**config.mk**
```make
export PLATFORM = sky130hd
export DESIGN_NAME = instruction_fetcher
export DESIGN_NICKNAME = d
export VERILOG_FILES = /design/src/rtl/core_pkg.sv /design/src/rtl/fetch_queue.sv /design/src/rtl/instruction_fetcher.sv
export SDC_FILE = /design/constraint.sdc
export NUM_CORES = 1
export LEC_CHECK = 0
export BUFFER_PORTS_ARGS = -buffer_cell sky130_fd_sc_hd__buf_2
export CAP_MARGIN = 30
export CORE_MARGIN = 1.5
export CORE_UTILIZATION = 55
export CTS_CLUSTER_DIAMETER = 30
export DETAILED_ROUTE_END_ITERATION = 8
export HOLD_SLACK_MARGIN = 0.03
export PLACE_DENSITY = 0.75
export RECOVER_POWER = 100
export SLEW_MARGIN = 20
export SYNTH_ARGS = -nofsm -noshare
export SYNTH_HDL_FRONTEND = slang
export SYNTH_SLANG_ARGS = --single-unit
```
**constraint.sdc**
```tcl
create_clock -name clk -period 9.9 [get_ports clk]
set_clock_uncertainty 0.15 [all_clocks]
set_input_delay 0.99 -clock clk [delete_from_list [all_inputs] [get_ports clk]]
set_output_delay 0.99 -clock clk [all_outputs]
set_load 0.01 [all_outputs]
```
**src/rtl/core_pkg.sv**
```systemverilog
// Shared fetch-path types: FSM encoding, response queue entry and
// the pair-address helper used by the fetcher.
package core_pkg;

  localparam int FETCH_QDEPTH = 2;

  typedef enum logic [1:0] {
    S_BOOT,
    S_RUN,
    S_DRAIN
  } fetch_state_t;

  typedef struct packed {
    logic [31:0] pc;
    logic [63:0] data;
  } fetch_entry_t;

  // Address of the next aligned 64-bit pair; takes only the pair index
  // so callers cannot accidentally carry word-offset bits forward.
  function automatic logic [31:0] next_pair_pc(input logic [28:0] pair_idx);
    return {pair_idx + 29'd1, 3'b000};
  endfunction

endpackage

```
**src/rtl/fetch_queue.sv**
```systemverilog
// Small circular FIFO holding returned fetch pairs until the
// instruction buffer can accept them. Clear has priority over push/pop.
module fetch_queue
  import core_pkg::*;
#(
  parameter int DEPTH = FETCH_QDEPTH,
  localparam int CW = $clog2(DEPTH + 1),
  localparam int PW = (DEPTH > 1) ? $clog2(DEPTH) : 1
) (
  input  logic          clk,
  input  logic          rst_n,
  input  logic          push,
  input  fetch_entry_t  push_entry,
  input  logic          pop,
  input  logic          clear,
  output logic [CW-1:0] count,
  output fetch_entry_t  head
);

  fetch_entry_t  mem_q [DEPTH];
  fetch_entry_t  mem_d [DEPTH];
  logic [PW-1:0] wr_ptr_q, wr_ptr_d;
  logic [PW-1:0] rd_ptr_q, rd_ptr_d;
  logic [CW-1:0] count_q, count_d;

  function automatic logic [PW-1:0] ptr_inc(input logic [PW-1:0] p);
    return (p == PW'(DEPTH - 1)) ? '0 : p + PW'(1);
  endfunction

  assign count = count_q;
  assign head  = mem_q[rd_ptr_q];

  // Pointer, occupancy and storage update; the caller guarantees no push when full.
  always_comb begin
    mem_d    = mem_q;
    wr_ptr_d = wr_ptr_q;
    rd_ptr_d = rd_ptr_q;
    count_d  = count_q;
    if (clear) begin
      wr_ptr_d = '0;
      rd_ptr_d = '0;
      count_d  = '0;
    end else begin
      if (push) begin
        mem_d[wr_ptr_q] = push_entry;
        wr_ptr_d        = ptr_inc(wr_ptr_q);
      end
      if (pop) begin
        rd_ptr_d = ptr_inc(rd_ptr_q);
      end
      case ({push, pop})
        2'b10:   count_d = count_q + CW'(1);
        2'b01:   count_d = count_q - CW'(1);
        default: count_d = count_q;
      endcase
    end
  end

  // Queue state registers.
  always_ff @(posedge clk or negedge rst_n) begin
    if (!rst_n) begin
      for (int i = 0; i < DEPTH; i++) begin
        mem_q[i] <= '0;
      end
      wr_ptr_q <= '0;
      rd_ptr_q <= '0;
      count_q  <= '0;
    end else begin
      for (int i = 0; i < DEPTH; i++) begin
        mem_q[i] <= mem_d[i];
      end
      wr_ptr_q <= wr_ptr_d;
      rd_ptr_q <= rd_ptr_d;
      count_q  <= count_d;
    end
  end

endmodule

```
**src/rtl/instruction_fetcher.sv**
```systemverilog
// Front-end fetch unit: issues aligned 64-bit fetches, squashes responses
// that were in flight at a redirect, and hands up to two instructions per
// cycle to the instruction buffer.
module instruction_fetcher
  import core_pkg::*;
#(
  parameter logic [31:0] RESET_PC = 32'h0000_0000,
  parameter int          QDEPTH   = FETCH_QDEPTH
) (
  input  logic        clk,
  input  logic        rst_n,
  input  logic        stall,
  input  logic        flush,
  input  logic [31:0] redirect_pc,
  output logic        mem_req,
  output logic [31:0] mem_addr,
  input  logic        mem_gnt,
  input  logic        mem_rvalid,
  input  logic [63:0] mem_rdata,
  output logic [31:0] instructionA,
  output logic [31:0] instructionB,
  output logic [31:0] addressA,
  output logic [31:0] addressB,
  output logic        instructionA_valid,
  output logic        instructionB_valid
);

  localparam int CW = $clog2(QDEPTH + 1);
  localparam logic [CW:0] QDEPTH_LIM = (CW + 1)'(QDEPTH);

  fetch_state_t  state_q, state_d;
  logic [31:0]   fetch_pc_q, fetch_pc_d;
  logic [31:0]   resp_pc_q, resp_pc_d;
  logic [CW-1:0] inflight_q, inflight_d;
  logic [CW-1:0] squash_cnt_q, squash_cnt_d;

  logic [31:0]   instr_a_q, instr_a_d;
  logic [31:0]   instr_b_q, instr_b_d;
  logic [31:0]   addr_a_q, addr_a_d;
  logic [31:0]   addr_b_q, addr_b_d;
  logic          valid_a_q, valid_a_d;
  logic          valid_b_q, valid_b_d;

  logic [CW:0]   occupancy;
  logic          granted;
  logic          rsp_live;
  logic          bypass;
  logic          q_push;
  logic          q_pop;
  logic [CW-1:0] q_count;
  fetch_entry_t  q_head;
  fetch_entry_t  push_entry;
  fetch_entry_t  sel;
  logic          load_out;
  logic [31:0]   redirect_word;
  logic          unused_bits;

  // Only word-aligned fetch and redirect addresses matter; low bits are dropped.
  assign unused_bits   = ^{redirect_pc[1:0], fetch_pc_q[2:0]};
  assign redirect_word = {redirect_pc[31:2], 2'b00};

  fetch_queue #(
    .DEPTH(QDEPTH)
  ) u_queue (
    .clk        (clk),
    .rst_n      (rst_n),
    .push       (q_push),
    .push_entry (push_entry),
    .pop        (q_pop),
    .clear      (flush),
    .count      (q_count),
    .head       (q_head)
  );

  // Request issue and response routing. A flush withdraws any pending request
  // and kills a response landing on the same edge.
  always_comb begin
    occupancy  = {1'b0, inflight_q} + {1'b0, q_count};
    mem_req    = (state_q == S_RUN) && !flush && (occupancy < QDEPTH_LIM);
    mem_addr   = {fetch_pc_q[31:3], 3'b000};
    granted    = mem_req && mem_gnt;
    rsp_live   = mem_rvalid && (squash_cnt_q == '0) && !flush;
    bypass     = rsp_live && (q_count == '0) && !stall;
    q_push     = rsp_live && !bypass;
    q_pop      = !flush && !stall && (q_count != '0);
    push_entry = '{pc: resp_pc_q, data: mem_rdata};
  end

  // Counters and PCs. resp_pc tracks the tag of the next live response: live
  // responses return in request order starting at the last redirect target,
  // so it advances exactly like fetch_pc does on grant.
  always_comb begin
    inflight_d   = inflight_q;
    squash_cnt_d = squash_cnt_q;
    fetch_pc_d   = fetch_pc_q;
    resp_pc_d    = resp_pc_q;
    case ({granted, mem_rvalid})
      2'b10:   inflight_d = inflight_q + CW'(1);
      2'b01:   inflight_d = inflight_q - CW'(1);
      default: inflight_d = inflight_q;
    endcase
    if (flush) begin
      squash_cnt_d = inflight_q - (mem_rvalid ? CW'(1) : CW'(0));
      fetch_pc_d   = redirect_word;
      resp_pc_d    = redirect_word;
    end else begin
      if (mem_rvalid && (squash_cnt_q != '0)) begin
        squash_cnt_d = squash_cnt_q - CW'(1);
      end
      if (granted) begin
        fetch_pc_d = next_pair_pc(fetch_pc_q[31:3]);
      end
      if (rsp_live) begin
        resp_pc_d = next_pair_pc(resp_pc_q[31:3]);
      end
    end
  end

  // FSM next state: drain until every stale response is gone.
  always_comb begin
    state_d = state_q;
    case (state_q)
      S_BOOT:  state_d = S_RUN;
      S_RUN:   if (flush && (squash_cnt_d != '0)) state_d = S_DRAIN;
      S_DRAIN: if (squash_cnt_d == '0) state_d = S_RUN;
      default: state_d = S_BOOT;
    endcase
  end

  // Output pair selection: queue head first, otherwise bypass the fresh response.
  always_comb begin
    instr_a_d = instr_a_q;
    instr_b_d = instr_b_q;
    addr_a_d  = addr_a_q;
    addr_b_d  = addr_b_q;
    valid_a_d = 1'b0;
    valid_b_d = 1'b0;
    sel       = q_pop ? q_head : push_entry;
    load_out  = q_pop || bypass;
    if (load_out) begin
      addr_a_d  = sel.pc;
      valid_a_d = 1'b1;
      if (!sel.pc[2]) begin
        instr_a_d = sel.data[31:0];
        instr_b_d = sel.data[63:32];
        addr_b_d  = sel.pc + 32'd4;
        valid_b_d = 1'b1;
      end else begin
        instr_a_d = sel.data[63:32];
      end
    end
  end

  // State, counter and output registers.
  always_ff @(posedge clk or negedge rst_n) begin
    if (!rst_n) begin
      state_q      <= S_BOOT;
      fetch_pc_q   <= RESET_PC;
      resp_pc_q    <= RESET_PC;
      inflight_q   <= '0;
      squash_cnt_q <= '0;
      instr_a_q    <= '0;
      instr_b_q    <= '0;
      addr_a_q     <= '0;
      addr_b_q     <= '0;
      valid_a_q    <= 1'b0;
      valid_b_q    <= 1'b0;
    end else begin
      state_q      <= state_d;
      fetch_pc_q   <= fetch_pc_d;
      resp_pc_q    <= resp_pc_d;
      inflight_q   <= inflight_d;
      squash_cnt_q <= squash_cnt_d;
      instr_a_q    <= instr_a_d;
      instr_b_q    <= instr_b_d;
      addr_a_q     <= addr_a_d;
      addr_b_q     <= addr_b_d;
      valid_a_q    <= valid_a_d;
      valid_b_q    <= valid_b_d;
    end
  end

  assign instructionA       = instr_a_q;
  assign instructionB       = instr_b_q;
  assign addressA           = addr_a_q;
  assign addressB           = addr_b_q;
  assign instructionA_valid = valid_a_q;
  assign instructionB_valid = valid_b_q;

endmodule

```
# --- After elaboration in Yosys (flattened, before gate mapping) ---
# Cells that the tools add are included.
word_totals:
  ff_bits: 396
  in_bits: 102
  output_inout_bits: 163
  wordCells: 109
op_classes:
  add_sub_neg: 12
  magnitude_cmp: 4
  eq_ne: 8
  muxes: 30
  bitwise_logic: 4
  reduce_logical: 33
ops:
  columns: ["op", "count"]
  rows:
  - ["$mux 96", 5]
  - ["$bwmux 192", 1]
  - ["$mux 32", 5]
  - ["$demux 96 s1", 1]
  - ["$add 29x1->29 const B", 2]
  - ["$add 32x3->32 const B", 1]
  - ["$reduce_bool 2->1", 8]
  - ["$logic_and 1x1->1", 13]
  - ["$mux 1", 10]
  - ["$mux 2", 5]
  - ["$logic_not 2->1", 4]
  - ["$pmux 2 s2", 2]
  - ["$eq 2x1->1 const B", 3]
  - ["$eq 2x2->1 const B", 3]
  - ["$pmux 2 s3", 1]
  - ["$reduce_and 2->1", 3]
  - ["$sub 2x1->2 const B", 3]
  - ["$add 2x1->2 const B", 2]
  - ["$ge 2x2->1 const B", 2]
  - ["$not 1->2", 2]
  - ["$add 2x2->3", 1]
  - ["$logic_not 1->1", 3]
  - ["$lt 3x2->1 const B", 1]
  - ["$reduce_bool 3->1", 1]
  - ["7 further kinds", 9]

# --- Longest topological paths before layout ---
# Gate-level depths: netlist of the first run.
depth:
  word_depth: 10
  mapped_depth: 16
  depth_no_buf: 11

# --- By module ---
# From an unflattened synthesis of the first run, not the netlist that was laid out.
hier_totals:
  cells_unflattened: 1648
  area_unflattened_um2: 18651.6
modules_own_cells:
  columns: ["mod", "instances", "cells_per_inst", "area_per_inst_um2", "seq_area_each_um2"]
  rows:
  - ["instruction_fetcher", 1, 1118, 10191.0, 4879.7]
  - ["fetch_queue", 1, 530, 8460.6, 4904.7]

# --- Least setup slack after synthesis of the first run ---
# Ideal clock, no wire load.
synth_path:
  path_type: "input port to flip-flop"
  from: "input port flush"
  to: "register addr_b_q[28] (netlist: addressB[28])"
  setup_time_ns: 0.129
  t_arrival_ns: 4.201
  t_required_ns: 9.621
  setup_slack_ns: 5.421
  stages: 14
  path_buffers: 4
  cell_sequence: "or2_1 -> buf_1 -> nor2_1 -> o21ai_1 -> clkbuf_1 -> buf_1 -> inv_1 -> ha_1 -> o221ai_1 -> or4_1 -> clkbuf_1 -> or4b_1 -> xnor2_1 -> o21ai_1"
synth_rtl:
  columns: ["item", "line_no", "source"]
  rows:
  - ["from (decl)", "instruction_fetcher.sv:13", "input logic flush,"]
  - ["to (signal assigned)", "instruction_fetcher.sv:177", "addr_b_q <= addr_b_d;"]
  - ["to (decl)", "instruction_fetcher.sv:40", "logic [31:0] addr_b_q, addr_b_d;"]

# --- Worst setup path after layout of the first run ---
layout_path:
  from: "input port flush"
  to: "register addr_b_q[28] (netlist: addressB[28])"
layout_between:
  elab_chain_cells: 6
  elab_cells_between_ends: 11
  cone_classes: "add/sub (1); mux (1); bitwise (1); reduce/logical (8)"
layout_lines:
  columns: ["item", "line_no"]
  rows:
  - ["$logic_not 1->1 *", "instruction_fetcher.sv:82, instruction_fetcher.sv:85"]
  - ["branches (longest 5 deep; another with $add 32x3->32)", null]
# Mark *: on every way between the ends.
# A chain may end at the register's enable or synchronous reset.

==> results by group, run 1 <==
Synthesis
  – Ys async rst share: 1.000
  – Most frequent cell after synthesis: dfrtp_1
  – Leading area contributor after synthesis: dfrtp_1
  – Post-synth top flop: dfrtp_1
  – Flops & latches, synth: 383
  – Distinct cells, synth: 56
  – Mux share of post-synthesis cell area: 0.1939
  – Sequential share of the synthesized area: 0.5380
  – Synth Area in Simple Gates: 0.1059
  – Compound-cell area share of the yosys netlist: 0.08949
  – Synthesized cell area: 17,810 um^2
  – Post-synth EDFFs: 0
  – Syn avg cell area: approximately 11 um^2
  – Syn Inst Count: about 1,700
  – XOR/XNOR Fraction of Synth Area: 0.03688
  – Combinational family with the most area after synthesis: multiplexers
  – Largest cells by area after synthesis: dfrtp_1, mux2_2, mux2i_1, o21ai_0, nand2_1
  – Post-Synth Adder-Cell Area: 0.005338
  – Synth top cells by count: dfrtp_1, mux2_2, nand2_1, o21ai_0, nor2_1
  – Share of the synthesized area in the top cell type: 0.5380
  – Synth warn: 0

Routing
  – DR vias/cell: 5.721
  – Drt wl/cell: approximately 19 um
  – Met3 wire length: about 2.8 mm
  – Met2 wire len: 21.12 mm
  – Top Metal Used: met5
  – Post-route DRC violation count: 0
  – DRT Pass-1 Iters: 5
  – Via count: 13,530
  – Number of routed nets with antenna violations: 0
  – M1 WL: about 19 mm
  – Initial DRC count: around 840
  – Final WL: 43.93 mm

Flow run
  – Max-cap violations: 11

Outcome
  – Failing checks: capacitance limit, slew limit
  – Status: complete, but fails checks

Clock tree
  – # resized after CTS: 0
  – CTS Buf Count: 83
  – Clock slew at reported path FFs: ~0.04 ns
  – # clock sinks: 383
  – CTS tree: done
  – CTS Buffer Depth: 3
  – Postcts setup bufs: 0
  – Root buffer cell: clkbuf_16
  – Clk Latency, worst-skew pair: 0.57 ns
  – H-tree depth: 3
  – Quantity of hold-fixing buffers added after cts: 0

Placement
  – HPWL after detailed placement: 27.52 mm
  – Routability cong.: between 0.8 and 0.9
  – Port bufs: 255
  – Pre-CTS WS: 4.432 ns

Worst setup path
  – CP Max Fanout: slightly above 80
  – Worst Setup End Kind: flip-flop
  – CP arrival: 7.17 ns
  – Crit-path cells: clkbuf_1, nor2_1, nand2_1, clkbuf_1, buf_16, a21oi_1, or4_1, or4b_1, xnor2_1, o21ai_0
  – Startpoint Class: input pin
  – Worst R2R Path Depth: 8
  – Crit-path slowest cell: nand2_1
  – FF-to-FF Start: squash_cnt_q[0]$_DFF_PN0_
  – Worst EP required: 10.22 ns
  – Most used cell, CP: clkbuf_1
  – Slowest stage delay, CP: ~1.9 ns
  – Setup crit start: flush
  – Critical path class: in2reg

Floorplanning
  – Chip width: between 150 and 200 um
  – Initial Utilization: 0.5616
  – Die height: 183.0 um
  – Row cnt: 65
  – IO Pins: 265
  – Placeable Area: 31,720 um^2
  – DIE AREA: 33,480 um^2

Finish
  – Layout area overhead: 23.14%
  – Nets@finish: 2,008
  – Share of cells above drive strength 1: 0.2422
  – Final Core Density: 0.6916
  – Filler Cell Count: 2,413

Timing
  – PnR worst setup slack: 3.050 ns
  – Final setup violation count: 0
  – Fin. max-slew vios: between 500 and 600
  – Rel. slew slack: -1.688
  – Setup TNS: 0 ns
  – Upper clock frequency limit: 146.0 MHz
  – Tmin final: around 6.8 ns
  – Final period util: 0.6919
  – RSZ-0062 raised after global routing: false
  – Hold Violations, Final: 0
  – Worst slew pin tran: 4.032 ns

Global routing
  – Pin count of the biggest net entering global routing: approximately 110
  – Global Route Usage Sum: 0.2674
  – Total congestion overflow: 0
  – First-pass GRT wire length: 71.64 mm
  – Vias in the first global route: 13,670
  – Initial antenna violation count: 4

Power and ir drop
  – Leak: 0.009723 uW
  – VDD IR-drop max: 149.3 uV
  – PD cells: 304.7 nW/um^2

Min path
  – Hold Crit Class: in2async
state kept, by name (all words and copies together), names as in the netlist, 2 cells and up:
name / count
u_queue.mem_q: 188
instructionA: 32
instructionB: 32
addressA: 30
addressB: 30
resp_pc_q: 30
fetch_pc_q: 29
inflight_q: 2
squash_cnt_q: 2
state_q: 2
u_queue.count: 2
report_power, final:
| group | switching (uW) | internal [uW] | total, uW | leakage, uW |
|---|---|---|---|---|
| Combinational | 780 | 635 | 1420 | 0.00351 |
| Sequential | 364 | 2150 | 2510 | 0.00483 |
| Clock | 855 | 1900 | 2760 | 0.00139 |
critical path: cells and delay by family:
family,cells,cell delay (ns)
and+or+nand+nor,4,3.59
xor gates and xnor gates,1,0.14
AOI/OAI and AO/OA,2,0.33
buffers and inverters,3,1.98
path summary, 6_finish.rpt:
check	to	slack, ns
min in group clk	addressB[2]$_DFFE_PN0P_	0.31
max	addressB[28]$_DFFE_PN0P_	3.05
min	u_queue.mem_q[152]$_DFFE_PN0P_	0.29
min reg2reg	addressB[2]$_DFFE_PN0P_	0.31
max reg2reg	u_queue.mem_q[15]$_DFFE_PN0P_	3.22
max in group asynchronous	addressA[25]$_DFFE_PN0P_	4.18
cell type report:
| type | instances | area (um^2) | area share |
|---|---|---|---|
| antenna | 2 | 5.005 | 0.0002282 |
| clock buffer | 110 | 2371 | 0.1081 |
| clock inverter | 37 | 464.2 | 0.02116 |
| inverter | 15 | 56.30 | 0.002567 |
| multi-input combinational | 1141 | 7704 | 0.3512 |
| sequential | 383 | 9588 | 0.4371 |
| tap | 402 | 503.0 | 0.02293 |
| timing repair buffer | 275 | 1244 | 0.05670 |
metrics by stage:
stage / area (um^2) / total power (uW) / cells / hold WS (ns)
global placement: 19310 / 3904 / 2212 / 0.2939
global route: 21930 / 7049 / 2364 / 0.3370
finish: 21930 / 6684 / 2365 / 0.2899
floorplan: 17840 / 3386 / 1656 / 0.2985
detailed placement: 19350 / 3992 / 2214 / 0.2984
CTS: 22190 / 6796 / 2361 / 0.3106
per-layer routing:
layer  vias to the layer above  track usage
met4                         4       0.1092
met3                        86      0.05977
met5                         -            0
li1                       6232            -
met1                      6748       0.3524
met2                       461       0.4304
layout by cell type (no fill, tap or decap), drive strengths merged, types with 9 or more instances in the layout:
master / synthesis / routed
nand2: 198 / 198
nand3: 26 / 26
a21oi: 119 / 119
dfrtp: 383 / 383
mux2i: 93 / 93
nor3: 15 / 15
and3: 10 / 10
inv: 15 / 20
nor2: 129 / 129
bufinv: 0 / 9
xnor2: 43 / 43
mux2: 224 / 224
clkinv: 0 / 18
buf: 28 / 107
clkbuf: 89 / 278
nand4: 11 / 11
o21ai: 162 / 162
xor2: 32 / 32
kinds of logic (layout without fill, tap and decap cells):
kind of cell | Yosys count | count (layout)
mux | 317 | 317
xor+xnor | 75 | 75
other cells | 1 | 9
fa+ha+maj | 7 | 7
flops | 383 | 383
simple gates | 430 | 430
compound gates | 305 | 305
buf+inv | 132 | 437
No activity file was read; power rests on OpenSTA's default activity.
==> inputs of run 2 (changes only) <==
--- a/config.mk
+++ b/config.mk
@@ -5,14 +5,15 @@
 export SDC_FILE = /design/constraint.sdc
 export NUM_CORES = 1
 export LEC_CHECK = 0
+export ABC_AREA = 1
 export BUFFER_PORTS_ARGS = -buffer_cell sky130_fd_sc_hd__buf_2
 export CAP_MARGIN = 30
 export CORE_MARGIN = 1.5
-export CORE_UTILIZATION = 55
+export CORE_UTILIZATION = 52
 export CTS_CLUSTER_DIAMETER = 30
 export DETAILED_ROUTE_END_ITERATION = 8
 export HOLD_SLACK_MARGIN = 0.03
-export PLACE_DENSITY = 0.75
+export PLACE_DENSITY = 0.74
 export RECOVER_POWER = 100
 export SLEW_MARGIN = 20
 export SYNTH_ARGS = -nofsm -noshare
==> constraint.sdc (replaced) <==
create_clock -name clk -period 5.5 [get_ports clk]
set_clock_uncertainty 0.15 [all_clocks]
set_input_delay 0.55 -clock clk [delete_from_list [all_inputs] [get_ports clk]]
set_output_delay 0.55 -clock clk [all_outputs]
set_load 0.01 [all_outputs]
==> run 2 against run 1 <==
  * The run still ends with capacitance limit, slew limit left
  * Synthesized cell count up 42%
  * Sequential share of layout area decreased by 1.6 points
  * Sequential power rose by 84%
  * Clock power is 89% higher
  * Area after synthesis is 3.9% higher
  * Non-clock buffer count rose by 2
  * Critical path type unchanged
  * Highest routed layer is now met4
==> results by group, run 2 <==
Worst setup path
  – Crit-path leading delay family: buffers and inverters
  – Slowest stage delay, CP: 1.22 ns
  – CP arrival: 4.62 ns
  – FF-to-FF Start: squash_cnt_q[0]$_DFF_PN0_
  – CP Buf/Inv Count: 4
  – Startpoint Class: input pin
  – Worst R2R Path Depth: 9
  – Worst EP required: 5.86 ns
  – Crit-path slowest cell: clkbuf_1
  – Crit-path cells: clkbuf_1, inv_2, nand2_2, nor2_8, o21ai_4, inv_2, nor2_1, clkbuf_1, o21ai_0, nand3_1
  – Worst Setup End Kind: flip-flop
  – Internal reg-to-reg setup slack: 1.57 ns
  – Critical path class: in2reg
  – CP Max Fanout: 39
  – Reg-to-reg endpoint: addressB[2]$_DFFE_PN0P_

Floorplanning
  – DIE AREA: 36,750 um^2
  – Placeable Area: 34,800 um^2
  – Chip width: between 150 and 200 um
  – Row cnt: 68
  – Die height: 191.7 um
  – IO Pins: 265
  – Initial Utilization: 0.5321

Routing
  – Via count: ~17,000
  – Initial DRC count: 1,490
  – Final WL: between 50 and 60 mm
  – Met3 wire length: 3.941 mm
  – DR vias/cell: 5.479
  – Post-route DRC violation count: 0
  – Top Metal Used: met4
  – DRT Pass-1 Iters: 6
  – M1 WL: between 20 and 25 mm
  – Drt wl/cell: 17.01 um
  – Number of routed nets with antenna violations: 0
  – Met2 wire len: 24.32 mm

Clock tree
  – Clock slew at reported path FFs: around 0.050 ns
  – Root buffer cell: clkbuf_16
  – CTS tree: done
  – # clock sinks: about 380
  – Quantity of hold-fixing buffers added after cts: 1
  – # resized after CTS: 0
  – Postcts setup bufs: 0
  – H-tree depth: 3
  – Clk Latency, worst-skew pair: 0.58 ns
  – CTS Buf Count: 85
  – CTS Buffer Depth: 3

Synthesis
  – Post-synth top flop: dfrtp_1
  – Ys async rst share: 1.000
  – Syn Inst Count: 2,338
  – Flops & latches, synth: 383
  – Leading area contributor after synthesis: dfrtp_1
  – Most frequent cell after synthesis: nand2_1
  – Syn avg cell area: between 7 and 8 um^2
  – Sequential share of the synthesized area: 0.5176
  – Post-synth EDFFs: 0
  – Synthesized cell area: 18,520 um^2
  – Share of the synthesized area in the top cell type: 0.5176
  – Largest cells by area after synthesis: dfrtp_1, nand2_1, o21ai_0, nor2_1, inv_1
  – Synth warn: 0
  – Synth top cells by count: nand2_1, dfrtp_1, o21ai_0, nor2_1, inv_1
  – Distinct cells, synth: 40

Global routing
  – First-pass GRT wire length: approximately 85 mm
  – Initial antenna violation count: 10
  – Total congestion overflow: 0
  – Pin count of the biggest net entering global routing: 151
  – Vias in the first global route: 16,460
  – Global Route Usage Sum: 0.2931

Power and ir drop
  – Flop pwr share: 0.351
  – Leak: 0.01106 uW
  – NetSw: between 4000 and 5000 uW
  – Combinational share of power: 0.254
  – Clock share of power: 0.395
  – PD cells: 579.2 nW/um^2
  – Sw Share: 0.3485
  – VDD IR-drop max: between 300 and 400 uV
  – Internal power: approximately 8600 uW

Timing
  – Final setup violation count: 0
  – Worst slew pin tran: 2.534 ns
  – Hold Violations, Final: 0
  – Rel. slew slack: -0.6892
  – Upper clock frequency limit: 234.4 MHz
  – RSZ-0062 raised after global routing: false
  – Setup TNS: 0 ns
  – Tmin final: 4.265 ns
  – Final period util: 0.7755
  – Fin. max-slew vios: 139

Placement
  – Routability cong.: 0.9320
  – Placed Cells: 2,940
  – Port bufs: 255
  – HPWL after detailed placement: around 34 mm

Finish
  – Largest register by flop count: u_queue.mem_q
  – Most common cell after layout, fill and taps aside: nand2_1
  – Non-Filler Instances: slightly above 3,000
  – Share of cells above drive strength 1: 0.1122
  – Most frequent cells in the layout: nand2_1, dfrtp_1, o21ai_0
  – Nets@finish: 2,685
  – Max reg flops: 188
  – Layout area overhead: 23.02%

Flow run
  – Max-cap violations: 2

Outcome
  – Status: complete, but fails checks
  – Failing checks: capacitance limit, slew limit

Min path
  – Worst hold start: mem_rdata[12]
  – Hold Crit Class: in2reg
  – Hold path cells: 3
  – Hold EP: u_queue.mem_q[12]$_DFFE_PN0P_
## run 2: cell count changes in the layout (fill, tap and decap cells not counted), sizes merged, moves of 10 or more
cell	change
mux2	-224
nor2	+88
nand2	+566
nand3	+42
inv	+168
xnor2	-37
mux2i	-93
and3	-10
o211ai	+29
o21ai	+234
o221ai	+37
a21oi	-103
a31oi	+14
## run 2: logic make-up after synthesis
kind of cell               count (synthesis)  share of synthesized area
buffers and inverters                    319                    0.07305
DFF                                      383                     0.5176
adders and majority gates                  7                   0.005136
other                                      1                  0.0002025
and+or+nand+nor                         1090                     0.2370
xor gates and xnor gates                  36                    0.01703
AOI/OAI and AO/OA                        502                     0.1500
## run 2: final cells by class
cell class | instances | area, um^2
sequential | 383 | 9588
antenna | 10 | 25.02
timing repair buffer | 277 | 1328
clock inverter | 45 | 556.8
tap | 455 | 569.3
fill | 2989 | 12020
inverter | 187 | 703.2
clock buffer | 112 | 2444
multi-input combinational | 1642 | 7564
## run 2: worst max-delay path by stage
stage                                            start                           end  slack, ns  cells after the start
after floorplan              inflight_q[0]$_DFFE_PN0P_     inflight_q[1]$_DFFE_PN0P_       3.09                     12
after global placement                           flush   instructionA[3]$_DFFE_PN0P_       1.59                      9
after detailed placement                         flush  instructionA[24]$_DFFE_PN0P_       1.51                      9
after CTS                 u_queue.rd_ptr_q$_DFFE_PN0P_      addressB[22]$_DFFE_PN0P_       1.83                     14
after global routing                             flush   instructionA[6]$_DFFE_PN0P_       0.84                     10
final                                            flush  instructionA[15]$_DFFE_PN0P_       1.23                     10
## run 2: power groups by stage
stage	Clock (uW)	Combinational (uW)	Sequential (uW)
finish	5210	3350	4630
global route	5430	3810	4750
CTS	5260	3500	4590
detailed placement	0	3450	4620
global placement	0	3340	4570
floorplan	0	2090	4660
## run 2: through the flow
step	total power, uW	hold slack, ns	area [um^2]	worst slack, ns	utilization
floorplan	6744	0.1044	18540	3.085	-
global placement	7908	0.2976	19940	1.593	0.5731
detailed placement	8074	0.3087	19940	1.515	0.5731
CTS	13350	0.07545	22950	1.833	0.6596
global route	13990	0.09709	22770	0.8406	0.6544
finish	13190	0.09239	22780	1.235	0.6545
## run 2: worst register-to-register path: stages, from the launching register on
cell and delay (ns):
dfrtp_1 0.31, inv_1 0.06, ha_1 0.21, nand2_1 0.21, inv_1 0.09, o21ai_0 0.93
buf_4 0.60, nor2_1 0.16, clkbuf_1 0.59, or2_2 0.52
## run 2: per-layer routing
metal / track usage / vias to the layer above
li1: - / 8090
met1: 0.4073 / 8205
met2: 0.4571 / 655
met3: 0.05390 / 95
met4: 0.1103 / 0
met5: 0 / -
==> inputs of run 3 (changes only) <==
--- a/config.mk
+++ b/config.mk
@@ -9,11 +9,11 @@
 export BUFFER_PORTS_ARGS = -buffer_cell sky130_fd_sc_hd__buf_2
 export CAP_MARGIN = 30
 export CORE_MARGIN = 1.5
-export CORE_UTILIZATION = 52
+export CORE_UTILIZATION = 55
 export CTS_CLUSTER_DIAMETER = 30
 export DETAILED_ROUTE_END_ITERATION = 8
 export HOLD_SLACK_MARGIN = 0.03
-export PLACE_DENSITY = 0.74
+export PLACE_DENSITY = 0.75
 export RECOVER_POWER = 100
 export SLEW_MARGIN = 20
 export SYNTH_ARGS = -nofsm -noshare
==> constraint.sdc (replaced) <==
create_clock -name clk -period 4.3 [get_ports clk]
set_clock_uncertainty 0.15 [all_clocks]
set_input_delay 0.43 -clock clk [delete_from_list [all_inputs] [get_ports clk]]
set_output_delay 0.43 -clock clk [all_outputs]
set_load 0.01 [all_outputs]
==> run 3 against run 2 <==
  * The flow still finishes with violations (capacitance limit, slew limit)
  * Clock-buffer cell count shrank 2
  * Combinational power grew 33%
  * Cell area grew 4.6%
  * Hold slack lost 0.036 ns
  * Sequential cell count is the same
  * Critical endpoint is now addressB[31]$_DFFE_PN0P_
  * First-iteration DRC count grew 34%
  * Worst setup slack lost 0.45 ns
  * Sequential share of layout area shrank 1.9 points
  * Register-to-register slack lost 0.79 ns
==> results by group, run 3 (synthesized netlist as in run 2, its figures left out) <==
Outcome
  – Status: complete, but fails checks
  – Failing checks: capacitance limit, slew limit

Timing
  – RSZ-0062 raised after global routing: false
  – Fin. max-slew vios: 112
  – Rel. slew slack: -0.3397
  – Hold Violations, Final: 0
  – Final setup violation count: 0
  – Worst slew pin tran: 2.010 ns
  – Tmin final: ~3.5 ns
  – Final period util: 0.8186
  – Upper clock frequency limit: between 200 and 300 MHz
  – Hold slack: 0.05645 ns
  – Setup TNS: 0 ns

Floorplanning
  – IO Pins: 265
  – Die height: 186.5 um
  – Chip width: 186.5 um
  – DIE AREA: 34,770 um^2
  – Placeable Area: ~33,000 um^2
  – Row cnt: 67
  – Initial Utilization: 0.5549

Placement
  – HPWL after detailed placement: 34.05 mm
  – Routability cong.: 0.9352
  – Port bufs: around 260

Worst setup path
  – Worst Setup End Kind: flip-flop
  – Internal reg-to-reg setup slack: 0.78 ns
  – Startpoint Class: flip-flop
  – Worst EP required: 4.62 ns
  – CP Max Fanout: 43
  – CP arrival: about 3.8 ns
  – Critical path class: reg2reg

Routing
  – Post-route DRC violation count: 0
  – DR vias/cell: between 5 and 6
  – Drt wl/cell: ~17 um
  – DRT Pass-1 Iters: 8
  – Number of routed nets with antenna violations: 0
  – Via count: ~18,000
  – Initial DRC count: 2,000
  – Final WL: between 50 and 60 mm

Clock tree
  – CTS tree: done
  – CTS Buffer Depth: 3
  – CTS Buf Count: 86
  – # resized after CTS: 0
  – Clock slew at reported path FFs: ~0.050 ns
  – Postcts setup bufs: 0
  – Clk Latency, worst-skew pair: between 0.5 and 0.6 ns
  – Root buffer cell: clkbuf_16
  – H-tree depth: 3
  – # clock sinks: 383

Global routing
  – First-pass GRT wire length: between 90 and 100 mm
  – Global Route Usage Sum: 0.3222
  – Initial antenna violation count: 2
  – Vias in the first global route: 17,410
  – Pin count of the biggest net entering global routing: 114
  – Total congestion overflow: 0

Finish
  – Most frequent cells in the layout: nand2_1, dfrtp_1, o21ai_0
  – Layout area overhead: 28.70%
  – Largest register by flop count: u_queue.mem_q
  – Filler Cell Count: 2,647
  – Multi-input logic area: 7581 um^2
  – Register area: 9585 um^2
  – Nets@finish: 2,781
  – Share of cells above drive strength 1: 0.1124
  – Max reg flops: ~190
  – Most common cell after layout, fill and taps aside: nand2_1

Power and ir drop
  – PD cells: 730.2 nW/um^2
  – VDD IR-drop max: slightly below 400 uV
  – Leak: 0.01156 uW

Min path
  – Hold Crit Class: in2reg

Flow run
  – Max-cap violations: 2
run 3: final timing paths:
check,from,endpoint,depth (start not counted)
max,u_queue.rd_ptr_q$_DFFE_PN0P_,addressB[31]$_DFFE_PN0P_,13
min,redirect_pc[29],fetch_pc_q[29]$_DFFE_PN0P_,3
max reg2reg,u_queue.rd_ptr_q$_DFFE_PN0P_,addressB[31]$_DFFE_PN0P_,13
min reg2reg,addressB[2]$_DFFE_PN0P_,addressB[2]$_DFFE_PN0P_,1
max in group asynchronous,rst_n,u_queue.mem_q[86]$_DFFE_PN0P_,3
min in group asynchronous,rst_n,u_queue.mem_q[52]$_DFFE_PN0P_,2
run 3: per-stage QoR:
step                        util  worst slack, ns  total power [uW]  cell area (um^2)  instances
after CTS                 0.7225            1.274             17540             24110       3189
after global routing      0.7142           0.5323             18380             23830       3190
after global placement    0.6001            1.210             10120             20020       2940
final                     0.7142           0.7801             17400             23830       3190
after floorplan                -            1.885              8626             18540       2344
after detailed placement  0.6001            1.175             10300             20020       2940
run 3: critical path, stage by stage (launching register included):
cell,delay [ns]
dfrtp_2,0.39
inv_1,0.72
clkbuf_2,0.96
nand2_1,0.11
nand2_1,0.12
nand2_1,0.07
nand2_1,0.22
nand2_1,0.08
nor2_1,0.09
nand2_1,0.06
nor2_1,0.18
nand3_1,0.10
nand3_1,0.09
nand2_1,0.05
run 3: report_power, final:
group,internal (uW),switching (uW)
sequential,4970,936
clock,4930,2120
combinational,1490,2950
run 3: timing repair:
item                                    CTS  global route
endpoints found under the hold margin   273             0
hold buffers                             92             0
endpoints found under the setup margin    0             0
run 3: metal layers:
| metal | share of wire | global-route usage | wire length (um) |
|---|---|---|---|
| met1 | 0.42 | 0.4383 | 23150 |
| met3 | 0.079 | 0.05962 | 4411 |
| met4 | 0.032 | 0.1210 | 1797 |
| met2 | 0.47 | 0.5175 | 26220 |
| met5 | 0.00013 | 0 | 7 |
run 3: layout make-up:
| type | instances | share of cell area |
|---|---|---|
| diodes | 1 | 0.0001050 |
| clock buffers | 110 | 0.1017 |
| clock inverters | 47 | 0.03114 |
| inverters | 187 | 0.02951 |
| multi-input cells | 1642 | 0.3181 |
| flip-flops and latches | 383 | 0.4023 |
| well taps | 448 | 0.02352 |
| repair buffers | 372 | 0.09367 |
